===== config.mk =====
export PLATFORM = sky130hd
export DESIGN_NAME = perspective_params_ctrl_flat
export DESIGN_NICKNAME = d
export VERILOG_FILES = /design/src/rtl/perspective_params_ctrl_if.sv /design/src/rtl/perspective_params_ctrl.sv /design/src/flat_wrapper.sv
export SDC_FILE = /design/constraint.sdc
export NUM_CORES = 1
export LEC_CHECK = 0
export CORE_UTILIZATION = 30
export DETAILED_ROUTE_END_ITERATION = 10
export HOLD_SLACK_MARGIN = 0.06
export MAX_ROUTING_LAYER = met4
export PLACE_DENSITY = 0.61
export SYNTH_ARGS = -nofsm -noshare
export SYNTH_HDL_FRONTEND = slang
export SYNTH_SLANG_ARGS = --single-unit

===== constraint.sdc =====
create_clock -name clock -period 26.3 [get_ports clock]
set_input_delay 5.26 -clock clock [delete_from_list [all_inputs] [get_ports clock]]
set_output_delay 5.26 -clock clock [all_outputs]
set_load 0.03 [all_outputs]

===== src/rtl/perspective_params_ctrl_if.sv =====
// Corner/coefficient bundle between the corner detector, the perspective_params
// datapath, the pixel mapper and the perspective_params_ctrl controller.
// master: the environment side (detector, datapath, frame timing).
// slave : the controller side.
interface perspective_params_ctrl_if;
    logic               corners_valid;
    logic               corners_ready;
    logic        [6:0]  cx1, cx2, cx3, cx4;
    logic        [5:0]  cy1, cy2, cy3, cy4;
    logic        [6:0]  dx1, dx2, dx3, dx4;
    logic        [5:0]  dy1, dy2, dy3, dy4;
    logic signed [25:0] p1, p2, c1, c2;
    logic signed [27:0] p3, c3;
    logic signed [24:0] p4, p5, c4, c5;
    logic signed [26:0] p6, c6;
    logic signed [17:0] p7, p8, c7, c8;
    logic signed [19:0] p9, c9;
    logic               frame_start;
    logic               coeffs_valid;
    logic               coeff_update;
    logic               reject;
    logic               busy;

    modport master (
        output corners_valid, cx1, cx2, cx3, cx4, cy1, cy2, cy3, cy4,
        output p1, p2, p3, p4, p5, p6, p7, p8, p9, frame_start,
        input  corners_ready, dx1, dx2, dx3, dx4, dy1, dy2, dy3, dy4,
        input  c1, c2, c3, c4, c5, c6, c7, c8, c9,
        input  coeffs_valid, coeff_update, reject, busy
    );

    modport slave (
        input  corners_valid, cx1, cx2, cx3, cx4, cy1, cy2, cy3, cy4,
        input  p1, p2, p3, p4, p5, p6, p7, p8, p9, frame_start,
        output corners_ready, dx1, dx2, dx3, dx4, dy1, dy2, dy3, dy4,
        output c1, c2, c3, c4, c5, c6, c7, c8, c9,
        output coeffs_valid, coeff_update, reject, busy
    );
endinterface


===== src/rtl/perspective_params_ctrl.sv =====
// perspective_params_ctrl: latches a corner set, drives the combinational
// perspective_params datapath, waits SETTLE_CYCLES for it to settle, snapshots
// the nine coefficients into a shadow bank and publishes them atomically to the
// active bank on the next frame_start.
// Optional build macro PERSPECTIVE_DEGEN_CHECK_EN: discard (reject) any snapshot
// whose p9 is zero, since that describes a degenerate quad.
module perspective_params_ctrl #(
    parameter int SETTLE_CYCLES = 4
) (
    input  logic                      clock,
    input  logic                      reset,
    perspective_params_ctrl_if.slave  ifc
);
    localparam logic [3:0] CNT_LOAD = 4'(SETTLE_CYCLES - 1);

    typedef enum logic [1:0] {
        ST_IDLE    = 2'd0,
        ST_SETTLE  = 2'd1,
        ST_CHECK   = 2'd2,
        ST_PENDING = 2'd3
    } state_t;

    state_t             r_state, w_state_nxt;
    logic        [3:0]  r_cnt, w_cnt_nxt;
    logic               w_accept, w_capture, w_publish;
    logic               r_ready, r_busy, r_coeffs_valid, r_coeff_update;
    logic        [6:0]  r_dx1, r_dx2, r_dx3, r_dx4;
    logic        [5:0]  r_dy1, r_dy2, r_dy3, r_dy4;
    logic signed [25:0] r_s1, r_s2, r_c1, r_c2;
    logic signed [27:0] r_s3, r_c3;
    logic signed [24:0] r_s4, r_s5, r_c4, r_c5;
    logic signed [26:0] r_s6, r_c6;
    logic signed [17:0] r_s7, r_s8, r_c7, r_c8;
    logic signed [19:0] r_s9, r_c9;
`ifdef PERSPECTIVE_DEGEN_CHECK_EN
    logic               w_reject;
    logic               r_reject;
`endif

    // State and settle counter registers.
    always_ff @(posedge clock or posedge reset) begin
        if (reset) begin
            r_state <= ST_IDLE;
            r_cnt   <= 4'd0;
        end else begin
            r_state <= w_state_nxt;
            r_cnt   <= w_cnt_nxt;
        end
    end

    // Next-state logic and the per-cycle strobes that steer the register banks.
    always_comb begin
        w_state_nxt = r_state;
        w_cnt_nxt   = r_cnt;
        w_accept    = 1'b0;
        w_capture   = 1'b0;
        w_publish   = 1'b0;
`ifdef PERSPECTIVE_DEGEN_CHECK_EN
        w_reject    = 1'b0;
`endif
        case (r_state)
            ST_IDLE: begin
                if (ifc.corners_valid) begin
                    w_accept    = 1'b1;
                    w_cnt_nxt   = CNT_LOAD;
                    w_state_nxt = ST_SETTLE;
                end else begin
                    w_state_nxt = ST_IDLE;
                end
            end
            ST_SETTLE: begin
                if (r_cnt == 4'd0) begin
                    w_capture   = 1'b1;
                    w_state_nxt = ST_CHECK;
                end else begin
                    w_cnt_nxt   = r_cnt - 4'd1;
                end
            end
            ST_CHECK: begin
`ifdef PERSPECTIVE_DEGEN_CHECK_EN
                if (r_s9 == 20'sd0) begin
                    w_reject    = 1'b1;
                    w_state_nxt = ST_IDLE;
                end else begin
                    w_state_nxt = ST_PENDING;
                end
`else
                w_state_nxt = ST_PENDING;
`endif
            end
            ST_PENDING: begin
                // frame_start is only meaningful here; elsewhere it is ignored.
                if (ifc.frame_start) begin
                    w_publish   = 1'b1;
                    w_state_nxt = ST_IDLE;
                end else begin
                    w_state_nxt = ST_PENDING;
                end
            end
            default: begin
                w_state_nxt = ST_IDLE;
            end
        endcase
    end

    // Registered status outputs, decoded from the upcoming state.
    always_ff @(posedge clock or posedge reset) begin
        if (reset) begin
            r_ready        <= 1'b1;
            r_busy         <= 1'b0;
            r_coeffs_valid <= 1'b0;
            r_coeff_update <= 1'b0;
        end else begin
            r_ready        <= (w_state_nxt == ST_IDLE);
            r_busy         <= (w_state_nxt != ST_IDLE);
            r_coeffs_valid <= r_coeffs_valid | w_publish;
            r_coeff_update <= w_publish;
        end
    end

`ifdef PERSPECTIVE_DEGEN_CHECK_EN
    // One-cycle reject pulse when a degenerate snapshot is discarded.
    always_ff @(posedge clock or posedge reset) begin
        if (reset) begin
            r_reject <= 1'b0;
        end else begin
            r_reject <= w_reject;
        end
    end
    assign ifc.reject = r_reject;
`else
    assign ifc.reject = 1'b0;
`endif

    // Corner registers feeding the datapath; held stable between accepts.
    always_ff @(posedge clock or posedge reset) begin
        if (reset) begin
            {r_dx1, r_dx2, r_dx3, r_dx4} <= 28'd0;
            {r_dy1, r_dy2, r_dy3, r_dy4} <= 24'd0;
        end else if (w_accept) begin
            {r_dx1, r_dx2, r_dx3, r_dx4} <= {ifc.cx1, ifc.cx2, ifc.cx3, ifc.cx4};
            {r_dy1, r_dy2, r_dy3, r_dy4} <= {ifc.cy1, ifc.cy2, ifc.cy3, ifc.cy4};
        end
    end

    // Shadow bank: bit-exact snapshot of the settled datapath outputs.
    always_ff @(posedge clock or posedge reset) begin
        if (reset) begin
            {r_s1, r_s2, r_s3, r_s4, r_s5} <= 130'd0;
            {r_s6, r_s7, r_s8, r_s9}       <= 83'd0;
        end else if (w_capture) begin
            {r_s1, r_s2, r_s3, r_s4, r_s5} <= {ifc.p1, ifc.p2, ifc.p3, ifc.p4, ifc.p5};
            {r_s6, r_s7, r_s8, r_s9}       <= {ifc.p6, ifc.p7, ifc.p8, ifc.p9};
        end
    end

    // Active bank: all nine coefficients switch together on publish only.
    always_ff @(posedge clock or posedge reset) begin
        if (reset) begin
            {r_c1, r_c2, r_c3, r_c4, r_c5} <= 130'd0;
            {r_c6, r_c7, r_c8, r_c9}       <= 83'd0;
        end else if (w_publish) begin
            {r_c1, r_c2, r_c3, r_c4, r_c5} <= {r_s1, r_s2, r_s3, r_s4, r_s5};
            {r_c6, r_c7, r_c8, r_c9}       <= {r_s6, r_s7, r_s8, r_s9};
        end
    end

    assign ifc.corners_ready = r_ready;
    assign ifc.busy          = r_busy;
    assign ifc.coeffs_valid  = r_coeffs_valid;
    assign ifc.coeff_update  = r_coeff_update;
    assign {ifc.dx1, ifc.dx2, ifc.dx3, ifc.dx4} = {r_dx1, r_dx2, r_dx3, r_dx4};
    assign {ifc.dy1, ifc.dy2, ifc.dy3, ifc.dy4} = {r_dy1, r_dy2, r_dy3, r_dy4};
    assign {ifc.c1, ifc.c2, ifc.c3, ifc.c4, ifc.c5} = {r_c1, r_c2, r_c3, r_c4, r_c5};
    assign {ifc.c6, ifc.c7, ifc.c8, ifc.c9}         = {r_c6, r_c7, r_c8, r_c9};
endmodule


===== src/flat_wrapper.sv =====
// flat-port wrapper written by rule: the top's interface ports become plain ports
module perspective_params_ctrl_flat 
#(
    parameter int SETTLE_CYCLES = 4
)
  (clock, reset, ifc_corners_valid, ifc_cx1, ifc_cx2, ifc_cx3, ifc_cx4, ifc_cy1, ifc_cy2, ifc_cy3, ifc_cy4, ifc_p1, ifc_p2, ifc_p3, ifc_p4, ifc_p5, ifc_p6, ifc_p7, ifc_p8, ifc_p9, ifc_frame_start, ifc_corners_ready, ifc_dx1, ifc_dx2, ifc_dx3, ifc_dx4, ifc_dy1, ifc_dy2, ifc_dy3, ifc_dy4, ifc_c1, ifc_c2, ifc_c3, ifc_c4, ifc_c5, ifc_c6, ifc_c7, ifc_c8, ifc_c9, ifc_coeffs_valid, ifc_coeff_update, ifc_reject, ifc_busy);
  perspective_params_ctrl_if ifc_i ();
  input  logic clock;
  input  logic reset;
  input wire logic [$bits(ifc_i.corners_valid)-1:0] ifc_corners_valid;
  input wire logic [$bits(ifc_i.cx1)-1:0] ifc_cx1;
  input wire logic [$bits(ifc_i.cx2)-1:0] ifc_cx2;
  input wire logic [$bits(ifc_i.cx3)-1:0] ifc_cx3;
  input wire logic [$bits(ifc_i.cx4)-1:0] ifc_cx4;
  input wire logic [$bits(ifc_i.cy1)-1:0] ifc_cy1;
  input wire logic [$bits(ifc_i.cy2)-1:0] ifc_cy2;
  input wire logic [$bits(ifc_i.cy3)-1:0] ifc_cy3;
  input wire logic [$bits(ifc_i.cy4)-1:0] ifc_cy4;
  input wire logic [$bits(ifc_i.p1)-1:0] ifc_p1;
  input wire logic [$bits(ifc_i.p2)-1:0] ifc_p2;
  input wire logic [$bits(ifc_i.p3)-1:0] ifc_p3;
  input wire logic [$bits(ifc_i.p4)-1:0] ifc_p4;
  input wire logic [$bits(ifc_i.p5)-1:0] ifc_p5;
  input wire logic [$bits(ifc_i.p6)-1:0] ifc_p6;
  input wire logic [$bits(ifc_i.p7)-1:0] ifc_p7;
  input wire logic [$bits(ifc_i.p8)-1:0] ifc_p8;
  input wire logic [$bits(ifc_i.p9)-1:0] ifc_p9;
  input wire logic [$bits(ifc_i.frame_start)-1:0] ifc_frame_start;
  output wire logic [$bits(ifc_i.corners_ready)-1:0] ifc_corners_ready;
  output wire logic [$bits(ifc_i.dx1)-1:0] ifc_dx1;
  output wire logic [$bits(ifc_i.dx2)-1:0] ifc_dx2;
  output wire logic [$bits(ifc_i.dx3)-1:0] ifc_dx3;
  output wire logic [$bits(ifc_i.dx4)-1:0] ifc_dx4;
  output wire logic [$bits(ifc_i.dy1)-1:0] ifc_dy1;
  output wire logic [$bits(ifc_i.dy2)-1:0] ifc_dy2;
  output wire logic [$bits(ifc_i.dy3)-1:0] ifc_dy3;
  output wire logic [$bits(ifc_i.dy4)-1:0] ifc_dy4;
  output wire logic [$bits(ifc_i.c1)-1:0] ifc_c1;
  output wire logic [$bits(ifc_i.c2)-1:0] ifc_c2;
  output wire logic [$bits(ifc_i.c3)-1:0] ifc_c3;
  output wire logic [$bits(ifc_i.c4)-1:0] ifc_c4;
  output wire logic [$bits(ifc_i.c5)-1:0] ifc_c5;
  output wire logic [$bits(ifc_i.c6)-1:0] ifc_c6;
  output wire logic [$bits(ifc_i.c7)-1:0] ifc_c7;
  output wire logic [$bits(ifc_i.c8)-1:0] ifc_c8;
  output wire logic [$bits(ifc_i.c9)-1:0] ifc_c9;
  output wire logic [$bits(ifc_i.coeffs_valid)-1:0] ifc_coeffs_valid;
  output wire logic [$bits(ifc_i.coeff_update)-1:0] ifc_coeff_update;
  output wire logic [$bits(ifc_i.reject)-1:0] ifc_reject;
  output wire logic [$bits(ifc_i.busy)-1:0] ifc_busy;
  assign ifc_i.corners_valid = ifc_corners_valid;
  assign ifc_i.cx1 = ifc_cx1;
  assign ifc_i.cx2 = ifc_cx2;
  assign ifc_i.cx3 = ifc_cx3;
  assign ifc_i.cx4 = ifc_cx4;
  assign ifc_i.cy1 = ifc_cy1;
  assign ifc_i.cy2 = ifc_cy2;
  assign ifc_i.cy3 = ifc_cy3;
  assign ifc_i.cy4 = ifc_cy4;
  assign ifc_i.p1 = ifc_p1;
  assign ifc_i.p2 = ifc_p2;
  assign ifc_i.p3 = ifc_p3;
  assign ifc_i.p4 = ifc_p4;
  assign ifc_i.p5 = ifc_p5;
  assign ifc_i.p6 = ifc_p6;
  assign ifc_i.p7 = ifc_p7;
  assign ifc_i.p8 = ifc_p8;
  assign ifc_i.p9 = ifc_p9;
  assign ifc_i.frame_start = ifc_frame_start;
  assign ifc_corners_ready = ifc_i.corners_ready;
  assign ifc_dx1 = ifc_i.dx1;
  assign ifc_dx2 = ifc_i.dx2;
  assign ifc_dx3 = ifc_i.dx3;
  assign ifc_dx4 = ifc_i.dx4;
  assign ifc_dy1 = ifc_i.dy1;
  assign ifc_dy2 = ifc_i.dy2;
  assign ifc_dy3 = ifc_i.dy3;
  assign ifc_dy4 = ifc_i.dy4;
  assign ifc_c1 = ifc_i.c1;
  assign ifc_c2 = ifc_i.c2;
  assign ifc_c3 = ifc_i.c3;
  assign ifc_c4 = ifc_i.c4;
  assign ifc_c5 = ifc_i.c5;
  assign ifc_c6 = ifc_i.c6;
  assign ifc_c7 = ifc_i.c7;
  assign ifc_c8 = ifc_i.c8;
  assign ifc_c9 = ifc_i.c9;
  assign ifc_coeffs_valid = ifc_i.coeffs_valid;
  assign ifc_coeff_update = ifc_i.coeff_update;
  assign ifc_reject = ifc_i.reject;
  assign ifc_busy = ifc_i.busy;
  perspective_params_ctrl #(.SETTLE_CYCLES(SETTLE_CYCLES)) u_core (.clock(clock), .reset(reset), .ifc(ifc_i));
endmodule

## Yosys cells after proc, flatten, opt, wreduce, memory -nomap -nowiden

Cells that the tools add are included.

| operators by class | value |
|---|---|
| multiplexer cells | 13 |
| bitwise operators | 1 |
| equal/unequal tests | 5 |
| $add $sub $neg | 1 |
| reduce and logical (&&, ||, !) cells | 6 |

Operators with widths:

| operator | count |
|---|---|
| 4-bit two-way mux | 2 |
| 2-bit case mux with 4 select lines | 1 |
| 4-bit case mux with 2 select lines | 1 |
| 1-bit two-way mux | 7 |
| 2-bit == test (second input constant) | 2 |
| 2-bit logical NOT | 2 |
| 4-bit logical NOT | 1 |
| 2-bit two-way mux | 2 |
| 2-bit inequality test (second input constant) | 2 |
| 2-bit nonzero test | 2 |
| 4-bit by 1-bit subtractor with 4-bit output (second input constant) | 1 |
| 3-bit AND reduction | 1 |
| 2-bit by 1-bit == test with 1-bit output (second input constant) | 1 |
| 1-bit bitwise OR | 1 |

| word-level totals | value |
|---|---|
| register bits | 488 |
| word-level logic and storage cells | 58 |

## Logic depth before layout (Yosys ltp)

Gate-level depths: netlist of the first run.

| logic depth | value |
|---|---|
| word-level depth | 4 |
| depth in mapped cells | 8 |
| gate-level depth less buffers | 5 |

## Least setup slack after synthesis of the first run

No wires, ideal clock.

| timing | value |
|---|---|
| kind | input-to-reg |
| start | in ifc_corners_valid |
| end | reg u_core.r_dx1[6], in the netlist u_core.ifc.dx1[6] |
| library setup time | 0.125 ns |
| slack | 19.941 ns |
| data required time | 26.175 ns |
| stages | 4 |
| arrival time | 6.234 ns |
| cells stage by stage | nor3b_1 > clkbuf_1 > buf_2 > mux2_2 |

| between the ends | value |
|---|---|
| cells in the longest elaborated chain, start to end | 2 |

RTL lines:

| what | RTL line | text |
|---|---|---|
| start: declaration | flat_wrapper.sv:10 | `input wire logic [$bits(ifc_i.corners_valid)-1:0] ifc_corners_valid;` |
| 1-bit two-way mux | perspective_params_ctrl.sv:63 | `if (ifc.corners_valid) begin` |
| 1-bit two-way mux | perspective_params_ctrl.sv:61 | `case (r_state)` |
| end signal: assignment | perspective_params_ctrl.sv:141 | `{r_dx1, r_dx2, r_dx3, r_dx4} <= {ifc.cx1, ifc.cx2, ifc.cx3, ifc.cx4};` |
| end: declaration | perspective_params_ctrl.sv:27 | `logic [6:0] r_dx1, r_dx2, r_dx3, r_dx4;` |

Every way passes these cells.
A chain may end at the register's enable or synchronous reset.

==> results of run 1 <==
[stage by stage]
stage / instance area [µm²] / worst slack [ns] / cells / power [mW] / utilization (%)
global placement: 24310 / 17.83 / 2758 / 2.573 / 40.27
floorplan: 18340 / 7.422 / 1507 / 2.050 / -
global route: 26240 / 18.05 / 2867 / 3.579 / 43.48
finish: 26240 / 18.55 / 2867 / 3.386 / 43.48
detailed placement: 24310 / 17.74 / 2758 / 2.614 / 40.27
CTS: 26230 / 18.40 / 2861 / 3.440 / 43.46
[final timing paths]
path	startpoint	end	cells after the start
max in group clock	ifc_frame_start	u_core.ifc.c5[18]	6
hold / removal	u_core.r_s5[3]	u_core.ifc.c5[3]	2
setup / recovery	reset	u_core.ifc.c4[19]	4
min in group asynchronous	reset	u_core.ifc.c1[21]	2
hold reg to reg	u_core.r_s5[3]	u_core.ifc.c5[3]	2
setup reg to reg	u_core.r_cnt[0]	u_core.r_s7[1]	6
[critical path: cells and delay by family]
| kind | cells | cell delay, ns |
|---|---|---|
| buffers and inverters | 4 | 2.88 |
[report_power, final]
group / leakage, nW / internal, mW / switching (mW) / total [mW]
clock network: 0.949 / 0.486 / 0.316 / 0.802
registers: 6.04 / 1.10 / 0.189 / 1.29
logic: 5.10 / 0.569 / 0.726 / 1.29
[flip-flops by register name, summed over array words and instances, names as in the netlist, 18 cells and up]
signal         flops
u_core.r_s4       25
u_core.ifc.c8     18
u_core.r_s6       27
u_core.r_s5       25
u_core.ifc.c2     26
u_core.r_s3       28
u_core.r_s1       26
u_core.ifc.c5     25
u_core.r_s2       26
u_core.ifc.c9     20
u_core.r_s8       18
u_core.ifc.c7     18
u_core.ifc.c3     28
u_core.ifc.c1     26
u_core.ifc.c6     27
u_core.ifc.c4     25
u_core.r_s9       20
u_core.r_s7       18
[kinds of logic (layout without fill, tap and decap cells)]
logic type,after synthesis,count (layout),synth area share [%]
AOI/OAI and AO/OA,11,11,0.4230
adders and majority gates,2,2,0.1364
buffers and inverters,87,659,2.947
DFF,488,488,66.59
muxes,266,266,16.33
other,1,7,0.02045
and+or+nand+nor,652,652,13.56
[placed cells by master, fill, tap and decap left out, drive strengths merged, types with 6 or more instances in the layout]
cell,instances
buf,11
mux2,265
diode,6
clkdlybuf4s50,537
inv,10
nand2,639
bufinv,6
dfrtp,487
clkinv,15
clkbuf,77
[area by class of cell]
cell class	instances	area [µm²]
repair buffers	548	5470
multi-input cells	932	5604
clock inverters	26	310.3
inverters	8	42.54
diodes	6	15.01
clock buffers	77	1610
flip-flops and latches	488	12210
fillers	5556	34110
well taps	782	978.4
[metal layers]
| metal | wire length [µm] | up-vias | track usage [%] | share of wire [%] |
|---|---|---|---|---|
| met5 | 0 | - | - | 0 |
| met4 | 1374 | 0 | 5.926 | 2.7 |
| met3 | 3399 | 95 | 4.201 | 6.7 |
| met2 | 25630 | 411 | 28.26 | 51 |
| met1 | 20330 | 6252 | 19.23 | 40 |
| li1 | - | 5896 | - | - |
==> impl_metrics.json, run 1 <==
{
  "finalCritPeriodShare_pct": 29.47,
  "start_kind": "input port",
  "r2r_slack_ns": 22.65,
  "avgSynthCellArea_um2": 12.17,
  "drc": 0,
  "holdWs_ns": 0.4560,
  "syn_nets": 1778,
  "relSlewSlack_pct": 20.84,
  "h-tree-depth": 2,
  "ys_seq_area_share_pct": 66.59,
  "numClockSinks": 488,
  "firstDrtPassIters": 4,
  "async_reset_ff_share_pct": 100.0,
  "dp_hpwl_um": 33930,
  "drive_gt1_share_pct": 13.18,
  "worstPathArrival_ns": 8.30,
  "synth_area_um2": 18340,
  "slowest_stage": "buf_4",
  "start_util_pct": 30.39,
  "max_freq_mhz": 129.0,
  "clk_transition_reported_paths_ns": 0.06,
  "num_rows": 90,
  "synth_cells": 1507,
  "synth_ff_type": "dfrtp_1",
  "grt_pass1_wl_um": 79280,
  "globalplace.congestion": 0.7998,
  "power.leakage_nw": 12.09,
  "worst_pin_slew_ns": 1.187,
  "vdd_drop_max_mv": 0.09422,
  "drv_slew": 0,
  "hp-class": "reg -> reg",
  "dieArea_um2": 62130,
  "drtIter0Drc": 591,
  "synth.most_common_cell": "nand2_1",
  "cts_tree": "done",
  "cpMostUsedCell": "buf_4",
  "via_count": 12650,
  "area_growth_pct": 43.10,
  "fin_skew_ns": 0.02174,
  "min_period_ns": 7.751,
  "cts-buffers-inserted": 55,
  "avgViaCountPerCell": 4.414,
  "cts_resized": 0,
  "hold_viol_final": 0,
  "setup_viol": 0,
  "synth_commonest_cells": "nand2_1 (639), dfrtp_1 (487), mux2_2 (161), mux2_1 (104), clkbuf_1 (27)",
  "grt_start_max_net_pins": 155,
  "antenna_found_initial": 6,
  "ant_nets": 0,
  "nets": 2304,
  "synth_top_cell_by_area": "dfrtp_1",
  "tns_ns": 0,
  "cts_buffer_depth": 3,
  "wirelength_um": 50730,
  "dieWidth_um": 249.3,
  "synth_warnings": 0,
  "crit_type": "in -> async",
  "drt-wirelength-per-cell_um": 17.70,
  "synth.distinct_cells": 31,
  "synth_top_area_share_pct": 66.45,
  "grt_usage_pct": 16.73,
  "post_cts_buffers": 0,
  "cap_viol_max_count": 0,
  "p_per_area_nw_per_um2": 129.0,
  "ios": 539,
  "rsz0062_at_grt": "no",
  "clkLatencyLatePin_ns": 0.59,
  "required_ns": 26.85,
  "overflow": 0,
  "crit_fanout": 116,
  "status": "finished, final reports clean",
  "clockRootBuffer": "clkbuf_16",
  "postCtsHoldBufs": 0,
  "synth_edf_count": 0,
  "synth_area_leaders": "dfrtp_1 (66%), nand2_1 (13%), mux2_2 (9.9%), mux2_1 (6.4%), buf_6 (0.68%)",
  "die_h_um": 249.3,
  "grt_pass1_vias": 13610,
  "port_buffers": 537,
  "core_area_um2": 60360,
  "worstSetupEndpointType": "asynchronous set/reset pin",
  "ys_seq_elements": 488,
  "crit_chain": "clkdlybuf4s50_1 > inv_8 > buf_4 > buf_4",
  "max_stage_delay_ns": 0.94
}
No activity file was read; power rests on OpenSTA's default activity.
==> run 2, diff against run 1 <==
==> constraint.sdc (replaced) <==
create_clock -name clock -period 8.1 [get_ports clock]
set_input_delay 1.62 -clock clock [delete_from_list [all_inputs] [get_ports clock]]
set_output_delay 1.62 -clock clock [all_outputs]
set_load 0.03 [all_outputs]
==> run 2 against run 1 <==
  * Global-route usage shrank 0.36 points
  * Via count is 0.70% lower
  * Hold slack improved by 0.00095 ns
  * Critical path type is now in -> reg
==> impl_metrics.json, run 2 (synthesis results as in run 1) <==
{
  "final_common_cell": "nand2_1",
  "globalplace.congestion": 0.7838,
  "rsz0062_at_grt": "no",
  "finalCritPeriodShare_pct": 51.27,
  "grt_usage_pct": 16.37,
  "avgViaCountPerCell": 4.398,
  "clk_transition_reported_paths_ns": 0.06,
  "hold_viol_final": 0,
  "crit_chain": "clkdlybuf4s50_1 > nand3_4 > inv_6 > buf_4 > nand2_1 > nand2_1",
  "h-tree-depth": 2,
  "max_stage_delay_ns": 0.87,
  "dieArea_um2": 62130,
  "clkLatencyLatePin_ns": 0.58,
  "tns_ns": 0,
  "vdd_drop_max_mv": 0.2570,
  "clockRootBuffer": "clkbuf_16",
  "max_freq_mhz": 240.8,
  "required_ns": 8.61,
  "finalInstanceArea_um2": 26120,
  "multiInputGateArea_um2": 5604,
  "crit_fanout": 83,
  "relSlewSlack_pct": 7.716,
  "final_util_pct": 43.28,
  "layout_common_cells": "nand2_1 (639), clkdlybuf4s50_1 (537), dfrtp_1 (487)",
  "slowest_stage": "buf_4",
  "numClockSinks": 488,
  "dieWidth_um": 249.3,
  "area_growth_pct": 42.43,
  "num_rows": 90,
  "drc": 0,
  "cts-buffers-inserted": 53,
  "crit_type": "in -> reg",
  "setup_viol": 0,
  "drive_gt1_share_pct": 12.56,
  "worstSetupEndpointType": "flop",
  "postPlaceCellArea_um2": 24330,
  "grt_start_max_net_pins": 174,
  "cts_tree": "done",
  "status": "finished, final reports clean",
  "start_kind": "input port",
  "die_h_um": 249.3,
  "holdWs_ns": 0.4569,
  "fin_skew_ns": 0.01232,
  "post_cts_buffers": 0,
  "grt_pass1_wl_um": 77910,
  "port_buffers": 537,
  "worst_pin_slew_ns": 1.384,
  "ant_nets": 0,
  "hp-class": "reg -> reg",
  "ios": 539,
  "antenna_found_initial": 5,
  "dp_cells": 2756,
  "overflow": 0,
  "nets": 2300,
  "cpMostUsedCell": "nand2_1",
  "p_per_area_nw_per_um2": 414.6,
  "cp_num_buf_inv": 3,
  "regArea_um2": 12210,
  "cpLargestDelayFamily": "buffers and inverters",
  "fillCellCount": 5622,
  "power.leakage_nw": 12.00,
  "core_area_um2": 60360,
  "via_count": 12570,
  "cts_resized": 0,
  "grt_pass1_vias": 13450,
  "cap_viol_max_count": 0,
  "wirelength_um": 49380,
  "drv_slew": 0,
  "fin_cells": 2857,
  "firstDrtPassIters": 6,
  "start_util_pct": 30.39,
  "drtIter0Drc": 612,
  "drt-wirelength-per-cell_um": 17.28,
  "cts_buffer_depth": 3,
  "worstPathArrival_ns": 4.66,
  "postCtsHoldBufs": 0,
  "min_period_ns": 4.153,
  "dp_hpwl_um": 33340
}
[run 2: cell count changes in the layout (fill, tap and decap cells not counted)]
cell,change
clkinv_2,-7
buf_4,-5
clkbuf_1,+5
buf_12,+3
clkinvlp_4,+3
bufinv_16,-2
clkbuf_8,-2
clkbuf_16,-1
clkinv_4,-1
clkinv_8,-1
diode_2,-1
inv_8,-1
[run 2: tightest hold or removal path: cells and delay by family (launching register included)]
| kind | cells | cell delay, ns |
|---|---|---|
| flops | 1 | 0.33 |
| simple gates | 2 | 0.10 |
[run 2: final cells by class]
cell class | instances | share of cell area (%)
Sequential cell | 488 | 46.75
Clock inverter | 17 | 0.7856
Inverter | 8 | 0.1485
Timing Repair Buffer | 546 | 21.03
Clock buffer | 79 | 6.035
Antenna cell | 5 | 0.04790
Tap cell | 782 | 3.746
Multi-Input combinational cell | 932 | 21.45
[run 2: through the flow]
step / worst slack [ns] / total power [mW]
floorplan: -0.1358 / 6.658
global placement: 3.399 / 8.364
detailed placement: 3.322 / 8.477
CTS: 3.949 / 11.00
global route: 3.720 / 11.45
finish: 3.947 / 10.83
[run 2: routing by layer]
metal	global-route usage, %	part of all wire [%]	vias to the layer above
met5	-	0	-
met4	6.755	3.2	0
met3	4.734	7.0	89
met2	26.93	50	388
met1	18.65	39	6219
li1	-	-	5869
[run 2: final timing paths]
path	slack [ns]	cells after the start	to	start
worst min-delay path	0.46	2	u_core.ifc.c3[4]	u_core.r_s3[4]
worst min register to register	0.46	2	u_core.ifc.c3[4]	u_core.r_s3[4]
worst max-delay path	3.95	6	u_core.ifc.c6[16]	ifc_frame_start
min in group asynchronous	1.51	2	u_core.r_s2[6]	reset
worst max register to register	4.37	6	u_core.r_s7[7]	u_core.r_cnt[0]
max in group asynchronous	5.26	3	u_core.r_s6[2]	reset
[run 2: where the power goes]
part           switching (mW)  total [mW]  internal (mW)  leakage [nW]
registers               0.622        4.20           3.57          6.04
logic                    2.34        4.19           1.85          5.10
clock network           0.974        2.44           1.47         0.862
==> run 3, diff against run 2 <==
==> constraint.sdc (replaced) <==
create_clock -name clock -period 3.9 [get_ports clock]
set_input_delay 0.78 -clock clock [delete_from_list [all_inputs] [get_ports clock]]
set_output_delay 0.78 -clock clock [all_outputs]
set_load 0.03 [all_outputs]
==> run 3 against run 2 <==
  * Sequential power rose by 110%
  * Utilization rose by 0.31 points
  * Worst setup slack got worse by 2.6 ns
  * Critical path type is now reg -> reg
  * Sequential share of layout area fell by 0.33 points
  * Non-clock buffer count rose by 20
  * Power rose by 110%
  * Hold slack barely moved
  * Final cell count rose by 0.60%
  * Register-to-register slack got worse by 3.0 ns
==> impl_metrics.json, run 3 (synthesis results as in run 1) <==
{
  "r2r_slack_ns": 1.35,
  "layout_common_cells": "nand2_1 (639), clkdlybuf4s50_1 (537), dfrtp_1 (487)",
  "p_total_mw": 22.43,
  "reg2reg_depth": 6,
  "numClockSinks": 488,
  "worst_pin_slew_ns": 0.8838,
  "postCtsHoldBufs": 0,
  "finalCritPeriodShare_pct": 65.50,
  "die_h_um": 249.3,
  "ant_nets": 0,
  "worstPathArrival_ns": 3.00,
  "intPower_mw": 14.30,
  "grtUsageMet2_pct": 27.60,
  "start_util_pct": 30.39,
  "p_per_area_nw_per_um2": 852.8,
  "rsz0062_at_grt": "no",
  "max_freq_mhz": 391.5,
  "drt-wirelength-per-cell_um": 17.39,
  "p_clk_share_pct": 22.0,
  "drc": 0,
  "nets": 2319,
  "fillCellCount": 5545,
  "crit_start": "u_core.r_cnt[0]",
  "power.switching_mw": 8.137,
  "drtIter0Drc": 538,
  "globalplace.congestion": 0.8275,
  "port_buffers": 537,
  "combPwrFrac_pct": 39.1,
  "cts_tree": "done",
  "antenna_found_initial": 5,
  "use_met3_pct": 4.462,
  "hold_viol_final": 0,
  "min_to": "u_core.ifc.c2[17]",
  "worstSetupEndpointType": "flop",
  "r2r-start": "u_core.r_cnt[0]",
  "min_period_ns": 2.554,
  "grt_pass1_vias": 13630,
  "dieArea_um2": 62130,
  "num_rows": 90,
  "cts-buffers-inserted": 52,
  "grt_pass1_wl_um": 78560,
  "area_growth_pct": 43.44,
  "cts_buffer_depth": 3,
  "ios": 539,
  "clkLatencyLatePin_ns": 0.58,
  "overflow": 0,
  "start_kind": "flop",
  "grt_start_max_net_pins": 139,
  "drive_gt1_share_pct": 13.22,
  "cts_resized": 0,
  "crit_type": "reg -> reg",
  "dieWidth_um": 249.3,
  "hp-start": "u_core.r_s2[17]",
  "dp_hpwl_um": 34620,
  "clk_transition_reported_paths_ns": 0.06,
  "h-tree-depth": 2,
  "clockRootBuffer": "clkbuf_16",
  "hp-class": "reg -> reg",
  "final_common_cell": "nand2_1",
  "drv_slew": 0,
  "vdd_drop_max_mv": 0.4932,
  "top_usage_layer": "met2",
  "grt.met1_usage_pct": 19.01,
  "crit_fanout": 109,
  "worst_hold_path.num_cells": 2,
  "relSlewSlack_pct": 41.08,
  "holdWs_ns": 0.4573,
  "grt_usage_pct": 16.55,
  "power.leakage_nw": 12.13,
  "avgViaCountPerCell": 4.425,
  "via_count": 12720,
  "r2r-end": "u_core.r_s4[3]",
  "setup_viol": 0,
  "swShare_pct": 36.27,
  "status": "finished, final reports clean",
  "seqPwrFrac_pct": 38.9,
  "core_area_um2": 60360,
  "firstDrtPassIters": 4,
  "cap_viol_max_count": 0,
  "fin_skew_ns": 0.01290,
  "required_ns": 4.35,
  "post_cts_buffers": 0,
  "wirelength_um": 49980
}
-- run 3: worst max path at each step --
stage	endpoint	slack, ns	cells after the start
6_report	u_core.r_s4[3]	1.35	6
5_1_grt	u_core.r_s4[3]	1.23	6
4_1_cts	ifc_corners_ready	1.31	1
3_5_place_dp	u_core.ifc.dx1[6]	1.23	4
3_3_place_gp	u_core.ifc.c4[12]	1.24	6
2_1_floorplan	u_core.ifc.busy	-3.50	1
-- run 3: per-stage QoR --
stage / cells / utilization [%] / setup WS (ns) / TNS [ns] / area [µm²]
final: 2874 / 43.59 / 1.346 / 0 / 26310
after global placement: 2776 / 40.72 / 1.244 / 0 / 24580
after CTS: 2869 / 43.57 / 1.305 / 0 / 26300
after global routing: 2874 / 43.59 / 1.228 / 0 / 26310
after floorplan: 1507 / - / -3.496 / -1704.11 / 18340
after detailed placement: 2776 / 40.72 / 1.233 / 0 / 24580
-- run 3: worst max-delay path: stages (launching register included) --
cell and delay [ns]:
dfrtp_1 0.42, inv_1 0.10, ha_1 0.19, or3b_1 0.51, nor2_8 0.17, buf_12 0.39, mux2_1 0.40
-- run 3: layout make-up --
cell class	count	area (µm²)	share of cell area [%]
well taps	782	978.4	3.719
flip-flops and latches	488	12210	46.42
clock inverters	14	173.9	0.6611
clock buffers	79	1544	5.869
multi-input cells	932	5604	21.30
inverters	8	38.79	0.1474
diodes	5	12.51	0.04756
repair buffers	566	5743	21.83
-- run 3: layer usage --
layer | wire length (µm) | part of all wire, % | vias up
met4 | 1493 | 3.0 | 0
met5 | 0 | 0 | -
li1 | - | - | 5921
met1 | 19950 | 40 | 6311
met2 | 25170 | 50 | 398
met3 | 3362 | 6.7 | 88
-- run 3: power by group through the flow --
stage	Clock, mW	Combinational [mW]	Sequential, mW
global placement	0	8.72	8.70
detailed placement	0	8.87	8.80
CTS	5.11	8.91	8.74
global route	5.32	9.38	9.02
floorplan	0	2.92	10.9
finish	4.94	8.78	8.72
